### src/rtl/joy_dir_arbiter.sv
// Multi-player joystick direction conditioner: sync, debounce, optional rotation, then 4-way/8-way arbitration.
// Optional build macro JOYDIR_SOCD_LAST_EN: 8-way opposite pairs resolve to the most recent press instead of neutral.
module joy_dir_arbiter #(
  parameter int PLAYERS = 2,
  parameter int DEB_LEN = 4,
  parameter int DEB_W   = 4
) (
  input  logic                   clk_sys,
  input  logic                   reset_n,
  input  logic                   ce,
  input  logic                   mode_8way,
  input  logic                   rotate,
  input  logic [4*PLAYERS-1:0]   dir_in,
  output logic [4*PLAYERS-1:0]   dir_out,
  output logic [PLAYERS-1:0]     changed
);

  // Direction codes are bit indices: 3=up, 2=down, 1=left, 0=right.
  // Recency order packs entry i in bits [2i+1:2i], entry 0 most recent.
  localparam logic [7:0] ORD_RESET = 8'b00_01_10_11;

  function automatic logic [7:0] move_front(input logic [7:0] ord, input logic [1:0] d);
    logic [7:0] res;
    logic       past;
    res = ord;
    for (int i = 1; i < 4; i++) begin
      past = 1'b0;
      for (int j = 0; j < i; j++) begin
        if (ord[2*j +: 2] == d) past = 1'b1;
      end
      if (!past) res[2*i +: 2] = ord[2*(i-1) +: 2];
    end
    res[1:0] = d;
    return res;
  endfunction

  function automatic logic [1:0] rank(input logic [7:0] ord, input logic [1:0] d);
    logic [1:0] r;
    r = 2'd0;
    for (int i = 3; i >= 0; i--) begin
      if (ord[2*i +: 2] == d) r = 2'(i);
    end
    return r;
  endfunction

  logic mode_q, rot_q, cfg_chg;

  always_ff @(posedge clk_sys or negedge reset_n) begin
    if (!reset_n) begin
      mode_q <= 1'b0;
      rot_q  <= 1'b0;
    end else begin
      mode_q <= mode_8way;
      rot_q  <= rotate;
    end
  end

  assign cfg_chg = (mode_8way != mode_q) || (rotate != rot_q);

  for (genvar p = 0; p < PLAYERS; p++) begin : g_player
    logic [3:0] s1, s2, deb, held, held_prev, prev_eff, new_press;
    logic [3:0] out4, out8, out_next, dir_q;
    logic [7:0] ord, ord_next;
    logic       chg_q;

    always_ff @(posedge clk_sys or negedge reset_n) begin
      if (!reset_n) begin
        s1 <= 4'd0;
        s2 <= 4'd0;
      end else begin
        s1 <= dir_in[4*p +: 4];
        s2 <= s1;
      end
    end

    if (DEB_LEN == 0) begin : g_nodeb
      assign deb = s2;
    end else begin : g_deb
      localparam logic [DEB_W-1:0] LEN_M1 = DEB_W'(DEB_LEN - 1);
      logic [DEB_W-1:0] cnt [4];

      always_ff @(posedge clk_sys or negedge reset_n) begin
        if (!reset_n) begin
          deb <= 4'd0;
          for (int b = 0; b < 4; b++) cnt[b] <= '0;
        end else begin
          for (int b = 0; b < 4; b++) begin
            if (s2[b] == deb[b]) begin
              cnt[b] <= '0;
            end else if (ce) begin
              if (cnt[b] == LEN_M1) begin
                deb[b] <= s2[b];
                cnt[b] <= '0;
              end else begin
                cnt[b] <= cnt[b] + 1'b1;
              end
            end
          end
        end
      end
    end

    always_comb begin
      held      = rotate ? {deb[1], deb[0], deb[2], deb[3]} : deb;
      prev_eff  = cfg_chg ? 4'hF : held_prev;
      new_press = held & ~prev_eff;

      // Right applied first, up last, so up ends most recent on a tie.
      ord_next = ord;
      for (int d = 0; d < 4; d++) begin
        if (new_press[d]) ord_next = move_front(ord_next, 2'(d));
      end

      out4 = 4'd0;
      for (int i = 3; i >= 0; i--) begin
        if (held[ord_next[2*i +: 2]]) begin
          out4 = 4'd0;
          out4[ord_next[2*i +: 2]] = 1'b1;
        end
      end

      out8 = held;
`ifdef JOYDIR_SOCD_LAST_EN
      if (held[3] && held[2]) begin
        if (rank(ord_next, 2'd3) < rank(ord_next, 2'd2)) out8[2] = 1'b0;
        else                                             out8[3] = 1'b0;
      end
      if (held[1] && held[0]) begin
        if (rank(ord_next, 2'd1) < rank(ord_next, 2'd0)) out8[0] = 1'b0;
        else                                             out8[1] = 1'b0;
      end
`else
      if (held[3] && held[2]) out8[3:2] = 2'b00;
      if (held[1] && held[0]) out8[1:0] = 2'b00;
`endif

      out_next = mode_8way ? out8 : out4;
    end

    always_ff @(posedge clk_sys or negedge reset_n) begin
      if (!reset_n) begin
        held_prev <= 4'd0;
        ord       <= ORD_RESET;
        dir_q     <= 4'd0;
        chg_q     <= 1'b0;
      end else begin
        held_prev <= held;
        ord       <= ord_next;
        dir_q     <= out_next;
        chg_q     <= (out_next != dir_q);
      end
    end

    assign dir_out[4*p +: 4] = dir_q;
    assign changed[p]        = chg_q;
  end

endmodule

### config.mk
export PLATFORM = sky130hd
export DESIGN_NAME = joy_dir_arbiter
export DESIGN_NICKNAME = d
export VERILOG_FILES = /design/src/rtl/joy_dir_arbiter.sv
export SDC_FILE = /design/constraint.sdc
export NUM_CORES = 1
export LEC_CHECK = 0
export ABC_AREA = 1
export CAP_MARGIN = 20
export CORE_MARGIN = 3
export CORE_UTILIZATION = 40
export CTS_BUF_LIST = sky130_fd_sc_hd__clkbuf_2 sky130_fd_sc_hd__clkbuf_4 sky130_fd_sc_hd__clkbuf_8
export CTS_CLUSTER_DIAMETER = 100
export DETAILED_ROUTE_END_ITERATION = 10
export PLACE_DENSITY = 0.59
export SETUP_SLACK_MARGIN = 0.1
export SYNTH_ARGS = -nofsm -noshare
export SYNTH_HDL_FRONTEND = slang
export SYNTH_SLANG_ARGS = --single-unit
export TNS_END_PERCENT = 100
### constraint.sdc
create_clock -name clk_sys -period 2.8 [get_ports clk_sys]
set_input_delay 0.56 -clock clk_sys [delete_from_list [all_inputs] [get_ports clk_sys]]
set_output_delay 0.56 -clock clk_sys [all_outputs]
set_load 0.01 [all_outputs]
==> results of run 1 <==
==> how the worst max path moves through the flow <==
stage | from | end | cells past startpoint
final | mode_q | g_player[1].chg_q | 20
after global routing | mode_q | g_player[1].chg_q | 25
after CTS | mode_q | g_player[1].chg_q | 27
after detailed placement | rotate | g_player[1].chg_q | 27
after global placement | rotate | g_player[1].chg_q | 27
after floorplan | mode_8way | g_player[1].chg_q | 29
==> per-layer routing <==
layer | GRT usage | up-vias | wire length, um
met5 | 0 | - | 0
met4 | 0.0348 | 0 | 14
met3 | 0.0356 | 2 | 276
met2 | 0.264 | 47 | 6600
met1 | 0.233 | 2517 | 6760
li1 | - | 2932 | -
==> what timing repair did <==
action | in CTS | in global routing
cloned | 0 | 0
gates resized for setup | 46 | 70
setup endpoints to repair | 10 | 10
setup buffers | 10 | 16
pin swaps | 35 | 44
hold endpoints to repair | 0 | 0
==> stage by stage <==
stage	hold WS [ps]	utilization
final	191	0.549
after detailed placement	338	0.497
after CTS	197	0.523
after floorplan	264	-
after global placement	331	0.497
after global routing	215	0.549
==> cell usage after synthesis, types with 2 or more instances <==
| cell | number |
|---|---|
| clkbuf_1 | 3 |
| nand2_4 | 19 |
| inv_2 | 19 |
| xor2_1 | 18 |
| o21ai_2 | 5 |
| o21ai_1 | 7 |
| nand3_4 | 3 |
| a21oi_2 | 2 |
| nor2_4 | 6 |
| a31oi_1 | 6 |
| nand3_1 | 78 |
| nand3b_1 | 6 |
| mux2i_1 | 5 |
| or2_2 | 2 |
| ha_1 | 8 |
| a21oi_1 | 17 |
| o21a_1 | 4 |
| nor2_2 | 6 |
| nand2_1 | 233 |
| nor3_2 | 2 |
| xnor2_1 | 2 |
| inv_1 | 120 |
| o211ai_1 | 2 |
| and2_1 | 2 |
| nor2_1 | 46 |
| buf_4 | 2 |
| dfrtp_1 | 84 |
| nor3_1 | 4 |
| nand2_2 | 40 |
| nand3_2 | 4 |
| nand4_1 | 8 |
| o22ai_1 | 6 |
| buf_6 | 4 |
| a21boi_0 | 3 |
| dfstp_2 | 8 |
| o31ai_1 | 3 |
| o21ai_0 | 36 |
| clkinv_1 | 2 |
==> registers in the layout, indices dropped and copies added (netlist names), 2 cells and up <==
name,count
g_player.chg_q,2
g_player.deb,8
g_player.dir_q,8
g_player.g_deb.cnt,32
g_player.held_prev,8
g_player.ord,16
g_player.s1,8
g_player.s2,8
==> power by group <==
| group | total (W) | leakage, nW | internal (W) | switching (W) |
|---|---|---|---|---|
| combinational | 0.00615 | 3.06 | 0.00273 | 0.00342 |
| clock | 0.000868 | 0.0901 | 0.000350 | 0.000519 |
| sequential | 0.00213 | 1.12 | 0.00180 | 0.000325 |
| total | 0.00915 | 4.27 | 0.00488 | 0.00427 |
==> layout make-up <==
class                           count  share of cell area
Timing Repair Buffer              145               0.150
Tap cell                          184              0.0283
Clock buffer                       10              0.0162
Multi-Input combinational cell    593               0.446
Sequential cell                    92               0.284
Inverter                          142              0.0681
Clock inverter                      6             0.00708
==> cell families after synthesis <==
family          Yosys count
simple gates            462
buf+inv                 151
compound gates           98
flops                    92
xor+xnor                 20
fa+ha+maj                 8
mux                       5
==> summary.md, run 1 <==
| Metric | Value |
|---|---|
| Clock sink count | `92` |
| Min-Delay Path Class | `in2async` |
| Drt via density | `approximately 4.7` |
| Top-area cell type share of the netlist area | `0.341` |
| GP Congestion | `roughly 0.80` |
| Mapped Avg Cell Area | `7.36 um2` |
| Finish-stage setup viols | `3` |
| Pin count of the biggest net entering global routing | `49` |
| Reg2reg path depth | `20` |
| Fmax | `between 0.3 and 0.4 GHz` |
| Hold buffers post-CTS | `0` |
| Top cell family by delay on the critical path | `simple AND/OR/NAND/NOR gates` |
| Post-DP HPWL | `10100 um` |
| Port Buffer Count | `22` |
| Pleak | `4.27 nW` |
| CORE AREA | `between 10000 and 15000 um2` |
| Worst path max stage delay | `430 ps` |
| Reg-to-reg setup timing slack | `-40 ps` |
| Worst clock skew | `12.4 ps` |
| Post-route setup TNS | `-65.8 ps` |
| Placed inst area | `7360 um2` |
| Dpl cells | `1132` |
| Ys Warns | `0` |
| Status | `finished with violations` |
| Design Area, Final | `8130 um2` |
| CP bufs+invs | `3` |
| Commonest non-fill, non-tap cell in the layout | `nand2_1` |
| Crit path DAT | `3100 ps` |
| Pwr Total | `0.00915 W` |
| CTS Buf Count | `9` |
| Top FF cell, synth | `dfrtp_1` |
| Row Count | `44` |
| CTS tree | `done` |
| Total of max-cap violations | `0` |
| Commonest cells after routing, fill and taps aside | `191 x nand2_1, 115 x inv_1, 113 x buf_4` |
| Worst Path Max Fanout | `5` |
| Die span in y | `130 um` |
| Share of layout cells above drive strength 1 | `0.336` |
| Gr ovfl total | `0` |
| Area Growth Syn to Fin | `32.1%` |
| CP max-delay cell | `dfrtp_1` |
| DRT iter0 DRCs | `229` |
| Worst reg2reg endpoint | `g_player[1].chg_q` |
| Req. time, crit path | `3070 ps` |
| Post-detailed-route count of antenna-violating nets | `0` |
| Synth area leaders | `dfrtp_1 34%, nand2_1 14%, inv_1 7.3%` |
| Ys async rst share | `1.00` |
| Die X | `130 um` |
| Worst slack at placement | `-852 ps` |
| Failing checks | `setup timing` |
| Synth Area in XOR/XNOR | `0.0285` |
| Fin crit period | `2840 ps` |
| Fin. max-slew vios | `0` |
| Final net count | `1004` |
| Total number of H-tree levels | `3` |
| Hold Vio Cnt, Final | `0` |
| Most common cell on crit path | `nand2_1` |
| Antenna diode count | `0` |
| Finished Layout Cells | `1172` |
| Gr usage total | `0.166` |
| Worst vdd ir | `around 530 uV` |
| Register area | `2310 um2` |
| WL per Instance | `11.6 um` |
| Adder-cell share of the synthesized area | `0.0163` |
| Complex-gate fraction of the synthesized area | `0.0992` |
| Simple logic cell fraction of the synthesized area | `0.373` |
| First-pass GRT wire length | `roughly 23000 um` |
| RSZ-0062 raised after global routing | `true` |
| Part of the Yosys area used for sequential elements | `0.376` |
| Worst path cell trace | `nand2_4, buf_4, nand4_1, nor3_2, inv_2, nor2_4, nand3_4, nand2_4, nand2_8, a21boi_4, buf_6, nand2_1, nand2_1, nor2_1, o21bai_1, nand2_1, nand3b_1, nand2_1, nor2_1, nand2_1` |
| Clock buffer depth | `2` |
| DRT Pass-1 Iters | `4` |
| Syn Nets | `857` |
| Pwr Density | `between 1000 and 1500 nW/um2` |
| Post-synthesis mux area share | `0.00813` |
| Yosys reg bits | `92` |
| Clock Latency Late Sink | `between 300 and 400 ps` |
| WL final | `13700 um` |
| Vias in the first global route | `4989` |
| Critical path type | `reg2reg` |
| Netlist cell types | `49` |
| Drt drc | `0` |
| Area of the multi-input gates | `around 3600 um2` |
| Largest family of logic cells by synthesized area | `simple AND/OR/NAND/NOR gates` |
| Top-Level Pins | `23` |
| Full die area | `16900 um2` |
| Clock Root Buffer | `clkbuf_8` |
| Starting Density | `0.416` |
| Clock Pin Slew Worst Setup and Hold Paths | `around 100 ps` |
| Post-Syn Area | `6160 um2` |
| Syn Inst Count | `836` |
| Largest area contributor in the netlist | `dfrtp_1` |
| Post-synth EDFFs | `0` |
| Initial antenna violation count | `0` |
| CP startpoint kind | `flip-flop` |
| Period utilization | `1.01` |
| DR vias | `5498` |
| Final WS setup | `-36.0 ps` |
| Worst Setup End Kind | `flip-flop` |
| Worst slew pin tran | `605 ps` |
| Max-slew headroom | `0.597` |
| Reg2Reg Launch Point | `mode_q` |
| Fillers | `about 1.4k` |
No activity file was read; power rests on OpenSTA's default activity.
==> inputs of run 2 (changes only) <==
--- a/config.mk
+++ b/config.mk
@@ -6,10 +6,9 @@
 export NUM_CORES = 1
 export LEC_CHECK = 0
 export ABC_AREA = 1
-export CAP_MARGIN = 20
 export CORE_MARGIN = 3
 export CORE_UTILIZATION = 40
-export CTS_BUF_LIST = sky130_fd_sc_hd__clkbuf_2 sky130_fd_sc_hd__clkbuf_4 sky130_fd_sc_hd__clkbuf_8
+export CTS_BUF_LIST = sky130_fd_sc_hd__clkbuf_16
 export CTS_CLUSTER_DIAMETER = 100
 export DETAILED_ROUTE_END_ITERATION = 10
 export PLACE_DENSITY = 0.59
==> constraint.sdc (replaced) <==
create_clock -name clk_sys -period 3.6 [get_ports clk_sys]
set_input_delay 0.72 -clock clk_sys [delete_from_list [all_inputs] [get_ports clk_sys]]
set_output_delay 0.72 -clock clk_sys [all_outputs]
set_load 0.01 [all_outputs]
==> summary.md, run 2 (synthesis gave the netlist of run 1 again) <==
| Metric | Value |
|---|---|
| Worst Path Max Fanout | `4 (-1)` |
| Post-DP HPWL | `10100 um (+0.16%)` |
| Gr usage total | `0.167 (+0.00111)` |
| Post-route setup TNS | `0 ps (+65.8 ps)` |
| CORE AREA | `14800 um2 (unchanged)` |
| Total number of H-tree levels | `3 (unchanged)` |
| Fin. max-slew vios | `0 (unchanged)` |
| Drt drc | `0 (unchanged)` |
| Hold depth | `0` |
| CTS tree | `done` |
| Initial antenna violation count | `0 (unchanged)` |
| Commonest cells after routing, fill and taps aside | `229 x nand2_1, 120 x inv_1, 88 x buf_4` |
| Reg2reg path depth | `27 (+35%)` |
| Commonest non-fill, non-tap cell in the layout | `nand2_1` |
| Post-layout util | `0.510 (-0.0389)` |
| Fmax | `0.326 GHz` |
| Full die area | `16900 um2 (unchanged)` |
| Pwr Density | `880 nW/um2 (-22%)` |
| Top reg by flops | `g_player.g_deb.cnt` |
| Share of layout cells above drive strength 1 | `0.249 (-0.0871)` |
| Area Growth Syn to Fin | `22.8%` |
| Clock Root Buffer | `clkbuf_16` |
| WL per Instance | `11.4 um (-2.0%)` |
| Max-slew headroom | `0.612 (+0.0147)` |
| Status | `finished, final reports clean` |
| Port Buffer Count | `22 (unchanged)` |
| DR vias | `5306 (-3.5%)` |
| Worst Setup End Kind | `flip-flop` |
| Reg2Reg Launch Point | `rot_q` |
| CP startpoint kind | `input port` |
| Fin crit period | `3070 ps` |
| Die X | `130 um (unchanged)` |
| Critical path type | `in2reg` |
| Clock Latency Late Sink | `350 ps (-30 ps)` |
| Post-detailed-route count of antenna-violating nets | `0 (unchanged)` |
| Final net count | `972 (-3.2%)` |
| Worst hold endpoint | `g_player[1].s2[3]` |
| Top-Level Pins | `23 (unchanged)` |
| DRT Pass-1 Iters | `4 (unchanged)` |
| DR top layer | `met4` |
| Hold Vio Cnt, Final | `0 (unchanged)` |
| Metal2 WL | `5870 um (-11%)` |
| Largest registers | `g_player.g_deb.cnt (32), g_player.ord (16)` |
| Reg-to-reg setup timing slack | `760 ps (+800 ps)` |
| Worst clock skew | `11.2 ps (-1.13 ps)` |
| Vias in the first global route | `4967 (-0.44%)` |
| Hold buffers post-CTS | `0 (unchanged)` |
| Row Count | `44 (unchanged)` |
| Starting Density | `0.416 (unchanged)` |
| Clock Pin Slew Worst Setup and Hold Paths | `70 ps (-30 ps)` |
| Period utilization | `0.853` |
| First-pass GRT wire length | `22900 um (+0.73%)` |
| Min-Delay Path Class | `reg2reg` |
| Clock buffer depth | `2 (unchanged)` |
| DRT iter0 DRCs | `234 (+2.2%)` |
| Gr ovfl total | `0 (unchanged)` |
| WL final | `13000 um (-4.6%)` |
| Total of max-cap violations | `0 (unchanged)` |
| Worst vdd ir | `484 uV (-8.6%)` |
| Clock sink count | `92 (unchanged)` |
| Die span in y | `130 um (unchanged)` |
| Pleak | `4.05 nW (-5.2%)` |
| Met3 wire len | `361 um (+31%)` |
| CP max-delay cell | `a21boi_4` |
| GP Congestion | `0.833 (+4.1%)` |
| Worst slew pin tran | `582 ps (-22.1 ps)` |
| Most common cell on crit path | `nand2_1` |
| Req. time, crit path | `3840 ps (+770 ps)` |
| Finish-stage setup viols | `0 (-3)` |
| Pin count of the biggest net entering global routing | `50 (+2.0%)` |
| Crit path DAT | `3310 ps (+210 ps)` |
| Worst reg2reg endpoint | `g_player[1].chg_q` |
| Met1 Routed Length | `6710 um (-0.74%)` |
| Largest register FFs | `32 (unchanged)` |
| Drt via density | `4.65 (-0.78%)` |
| Pwr Total | `0.00665 W (-27%)` |
| Antenna diode count | `0 (unchanged)` |
| Hold_sp | `g_player[1].s1[3]` |
| Worst path max stage delay | `190 ps (-240 ps)` |
| RSZ-0062 raised after global routing | `false` |
| CTS Buf Count | `9 (unchanged)` |
-- run 2: per-layer routing --
layer | vias up | GRT usage
met4 | 0 | 0.0348
met3 | 5 | 0.0405
met1 | 2381 | 0.230
li1 | 2879 | -
met2 | 41 | 0.269
met5 | - | 0
-- run 2: what timing repair did --
action	in CTS	in global routing
endpoints found under the setup margin	0	8
gates resized for setup	0	14
buffers inserted	0	2
-- run 2: metrics by stage --
stage                     instances  hold WS [ps]  setup WS, ps  area [um2]
final                          1140           348           529        7560
after global routing           1140           361           167        7560
after CTS                      1138           351           158        7500
after detailed placement       1122           335          -206        7230
after global placement         1122           331          -206        7230
after floorplan                 836           331           629        6160
-- run 2: how the worst max path moves through the flow --
stage,slack [ps],from,depth (start not counted),to
5_1_grt,170,rotate,28,g_player[0].chg_q
3_5_place_dp,-210,mode_8way,27,g_player[1].chg_q
3_3_place_gp,-210,mode_8way,27,g_player[1].chg_q
6_report,530,mode_8way,29,g_player[1].chg_q
4_1_cts,160,mode_8way,29,g_player[1].chg_q
2_1_floorplan,630,mode_8way,28,g_player[0].chg_q
-- run 2: report_power, final --
group	total, W	internal (W)	switching (W)	leakage, nW
registers	0.00170	0.00141	0.000291	1.12
clock network	0.000893	0.000471	0.000423	0.132
logic	0.00406	0.00175	0.00232	2.80
-- run 2: area by class of cell --
| cell class | count | area [um2] |
|---|---|---|
| multi-input combinational | 593 | 3260 |
| clock buffer | 9 | 225 |
| sequential | 92 | 2310 |
| inverter | 142 | 542 |
| timing repair buffer | 113 | 938 |
| tap | 184 | 230 |
| fill | 1409 | 7250 |
| clock inverter | 7 | 48.8 |
-- run 2: worst max-delay path: cells and delay by family --
| family | cells | cell delay, ps |
|---|---|---|
| AO/OA/AOI/OAI | 2 | 240 |
| buffers and inverters | 5 | 540 |
| AND/OR/NAND/NOR | 22 | 1790 |
==> inputs of run 3 (changes only) <==
--- a/config.mk
+++ b/config.mk
@@ -11,7 +11,7 @@
 export CTS_BUF_LIST = sky130_fd_sc_hd__clkbuf_16
 export CTS_CLUSTER_DIAMETER = 100
 export DETAILED_ROUTE_END_ITERATION = 10
-export PLACE_DENSITY = 0.59
+export PLACE_DENSITY = 0.63
 export SETUP_SLACK_MARGIN = 0.1
 export SYNTH_ARGS = -nofsm -noshare
 export SYNTH_HDL_FRONTEND = slang
==> summary.md, run 3 (synthesis gave the netlist of run 1 again) <==
| Metric | Value |
|---|---|
| Min-Delay Path Class | `reg2reg` |
| Post-detailed-route count of antenna-violating nets | `0 (unchanged)` |
| Starting Density | `0.416 (unchanged)` |
| Clock buffer depth | `2 (unchanged)` |
| Hold Vio Cnt, Final | `0 (unchanged)` |
| Worst vdd ir | `461 uV (-4.8%)` |
| Most common cell on crit path | `nand2_1` |
| Total number of H-tree levels | `3 (unchanged)` |
| Share of layout cells above drive strength 1 | `0.241 (-0.00841)` |
| Met1 Routed Length | `6720 um (+0.18%)` |
| DRT Pass-1 Iters | `6 (+2)` |
| Fin. max-slew vios | `0 (unchanged)` |
| Area Growth Syn to Fin | `21.9%` |
| WL final | `13000 um (+0.22%)` |
| GP Congestion | `0.878 (+5.5%)` |
| Full die area | `16900 um2 (unchanged)` |
| Worst slew pin tran | `765 ps (+183 ps)` |
| Clock Latency Late Sink | `350 ps (about the same)` |
| Largest registers | `g_player.g_deb.cnt (32), g_player.ord (16)` |
| Worst Path Max Fanout | `12 (+8)` |
| DR top layer | `met4` |
| Dpl cells | `1120 (-0.18%)` |
| Fin crit period | `3010 ps (-65.4 ps)` |
| DRT iter0 DRCs | `272 (+16%)` |
| Clock sink count | `92 (unchanged)` |
| Finished Layout Cells | `1136 (-0.35%)` |
| CTS tree | `done` |
| Critical path type | `in2reg` |
| Antenna diode count | `0 (unchanged)` |
| Top cell family by delay on the critical path | `simple AND/OR/NAND/NOR gates` |
| Gr ovfl total | `0 (unchanged)` |
| Final net count | `968 (-0.41%)` |
| First-pass GRT wire length | `23200 um (+1.2%)` |
| Drt drc | `0 (unchanged)` |
| Port Buffer Count | `22 (unchanged)` |
| Fmax | `0.333 GHz (+2.2%)` |
| Total of max-cap violations | `0 (unchanged)` |
| CP max-delay cell | `or2_2` |
| Top reg by flops | `g_player.g_deb.cnt` |
| Clock Pin Slew Worst Setup and Hold Paths | `70 ps (about the same)` |
| Design Area, Final | `7500 um2 (-0.70%)` |
| Drt via density | `4.68 (+0.62%)` |
| Finish-stage setup viols | `0 (unchanged)` |
| Worst clock skew | `9.55 ps (-1.67 ps)` |
| Fillers | `1383 (-1.8%)` |
| Largest register FFs | `32 (unchanged)` |
| Die X | `130 um (unchanged)` |
| RSZ-0062 raised after global routing | `false` |
| Initial antenna violation count | `0 (unchanged)` |
| CORE AREA | `14800 um2 (unchanged)` |
| Row Count | `44 (unchanged)` |
| Post-DP HPWL | `10100 um (+0.19%)` |
| Gr usage total | `0.168 (+0.00122)` |
| Req. time, crit path | `3830 ps (about the same)` |
| Met3 wire len | `392 um (+8.6%)` |
| Metal2 WL | `5800 um (-1.2%)` |
| Top-Level Pins | `23 (unchanged)` |
| Worst Setup End Kind | `flip-flop` |
| Status | `finished, final reports clean` |
| Period utilization | `0.835 (-0.0182)` |
| Vias in the first global route | `5070 (+2.1%)` |
| Pin count of the biggest net entering global routing | `61 (+22%)` |
| Placed inst area | `7210 um2 (-0.21%)` |
| Pwr Density | `895 nW/um2 (+1.7%)` |
| Commonest non-fill, non-tap cell in the layout | `nand2_1` |
| Worst path max stage delay | `290 ps (+100 ps)` |
| WL per Instance | `11.5 um (+0.58%)` |
| Die span in y | `130 um (unchanged)` |
| CTS Buf Count | `9 (unchanged)` |
| DR vias | `5320 (+0.26%)` |
| CP startpoint kind | `input port` |
| CP bufs+invs | `5 (unchanged)` |
| Commonest cells after routing, fill and taps aside | `233 x nand2_1, 119 x inv_1, 86 x buf_4` |
| Pleak | `4.02 nW (-0.78%)` |
| Hold buffers post-CTS | `0 (unchanged)` |
| Clock Root Buffer | `clkbuf_16` |
| Max-slew headroom | `0.490 (-0.122)` |
| Crit path DAT | `3240 ps (-70 ps)` |
[run 3: final timing paths]
| check | start | endpoint | slack, ps | cells after the start |
|---|---|---|---|---|
| max | rotate | g_player[1].chg_q | 590 | 28 |
| min | g_player[0].s1[1] | g_player[0].s2[1] | 350 | 0 |
| max reg2reg | mode_q | g_player[1].chg_q | 750 | 27 |
| min reg2reg | g_player[0].s1[1] | g_player[0].s2[1] | 350 | 0 |
| max in group asynchronous | reset_n | g_player[0].ord[4] | 2360 | 2 |
| min in group asynchronous | reset_n | g_player[0].s1[2] | 450 | 1 |
[run 3: area by class of cell]
cell class,instances,area [um2],share of cell area
Clock buffer,9,225,0.0300
Multi-Input combinational cell,593,3230,0.431
Tap cell,184,230,0.0307
Timing Repair Buffer,109,886,0.118
Sequential cell,92,2310,0.308
Clock inverter,7,75.1,0.0100
Inverter,142,542,0.0722
[run 3: worst reg2reg max path, delay by kind of cell (launching register included)]
family                 cells  cell delay (ps)
AOI/OAI and AO/OA          1              110
buffers and inverters      4              390
DFF                        1              390
and+or+nand+nor           22             1880
[run 3: timing repair]
action | CTS | global route
setup buffers | 0 | 0
setup endpoints to repair | 0 | 10
resized for setup | 0 | 5
[run 3: power breakdown]
part	switching (W)	internal [W]	total (W)
logic	0.00230	0.00174	0.00405
registers	0.000292	0.00141	0.00170
clock network	0.000427	0.000544	0.000971
total	0.00302	0.00369	0.00672
[run 3: metal layers]
| metal | global-route usage | vias to the layer above |
|---|---|---|
| li1 | - | 2881 |
| met2 | 0.266 | 59 |
| met1 | 0.242 | 2367 |
| met5 | 0 | - |
| met4 | 0.0330 | 0 |
| met3 | 0.0323 | 13 |
[run 3: through the flow]
step	power [W]	setup TNS, ps	util	setup WS (ps)	hold slack (ps)
after global routing	0.00745	0	0.507	151	355
after CTS	0.00678	0	0.507	119	352
after detailed placement	0.00576	-907	0.487	-247	337
after floorplan	0.00435	0	-	629	331
after global placement	0.00573	-785	0.487	-230	335
final	0.00672	0	0.507	594	346
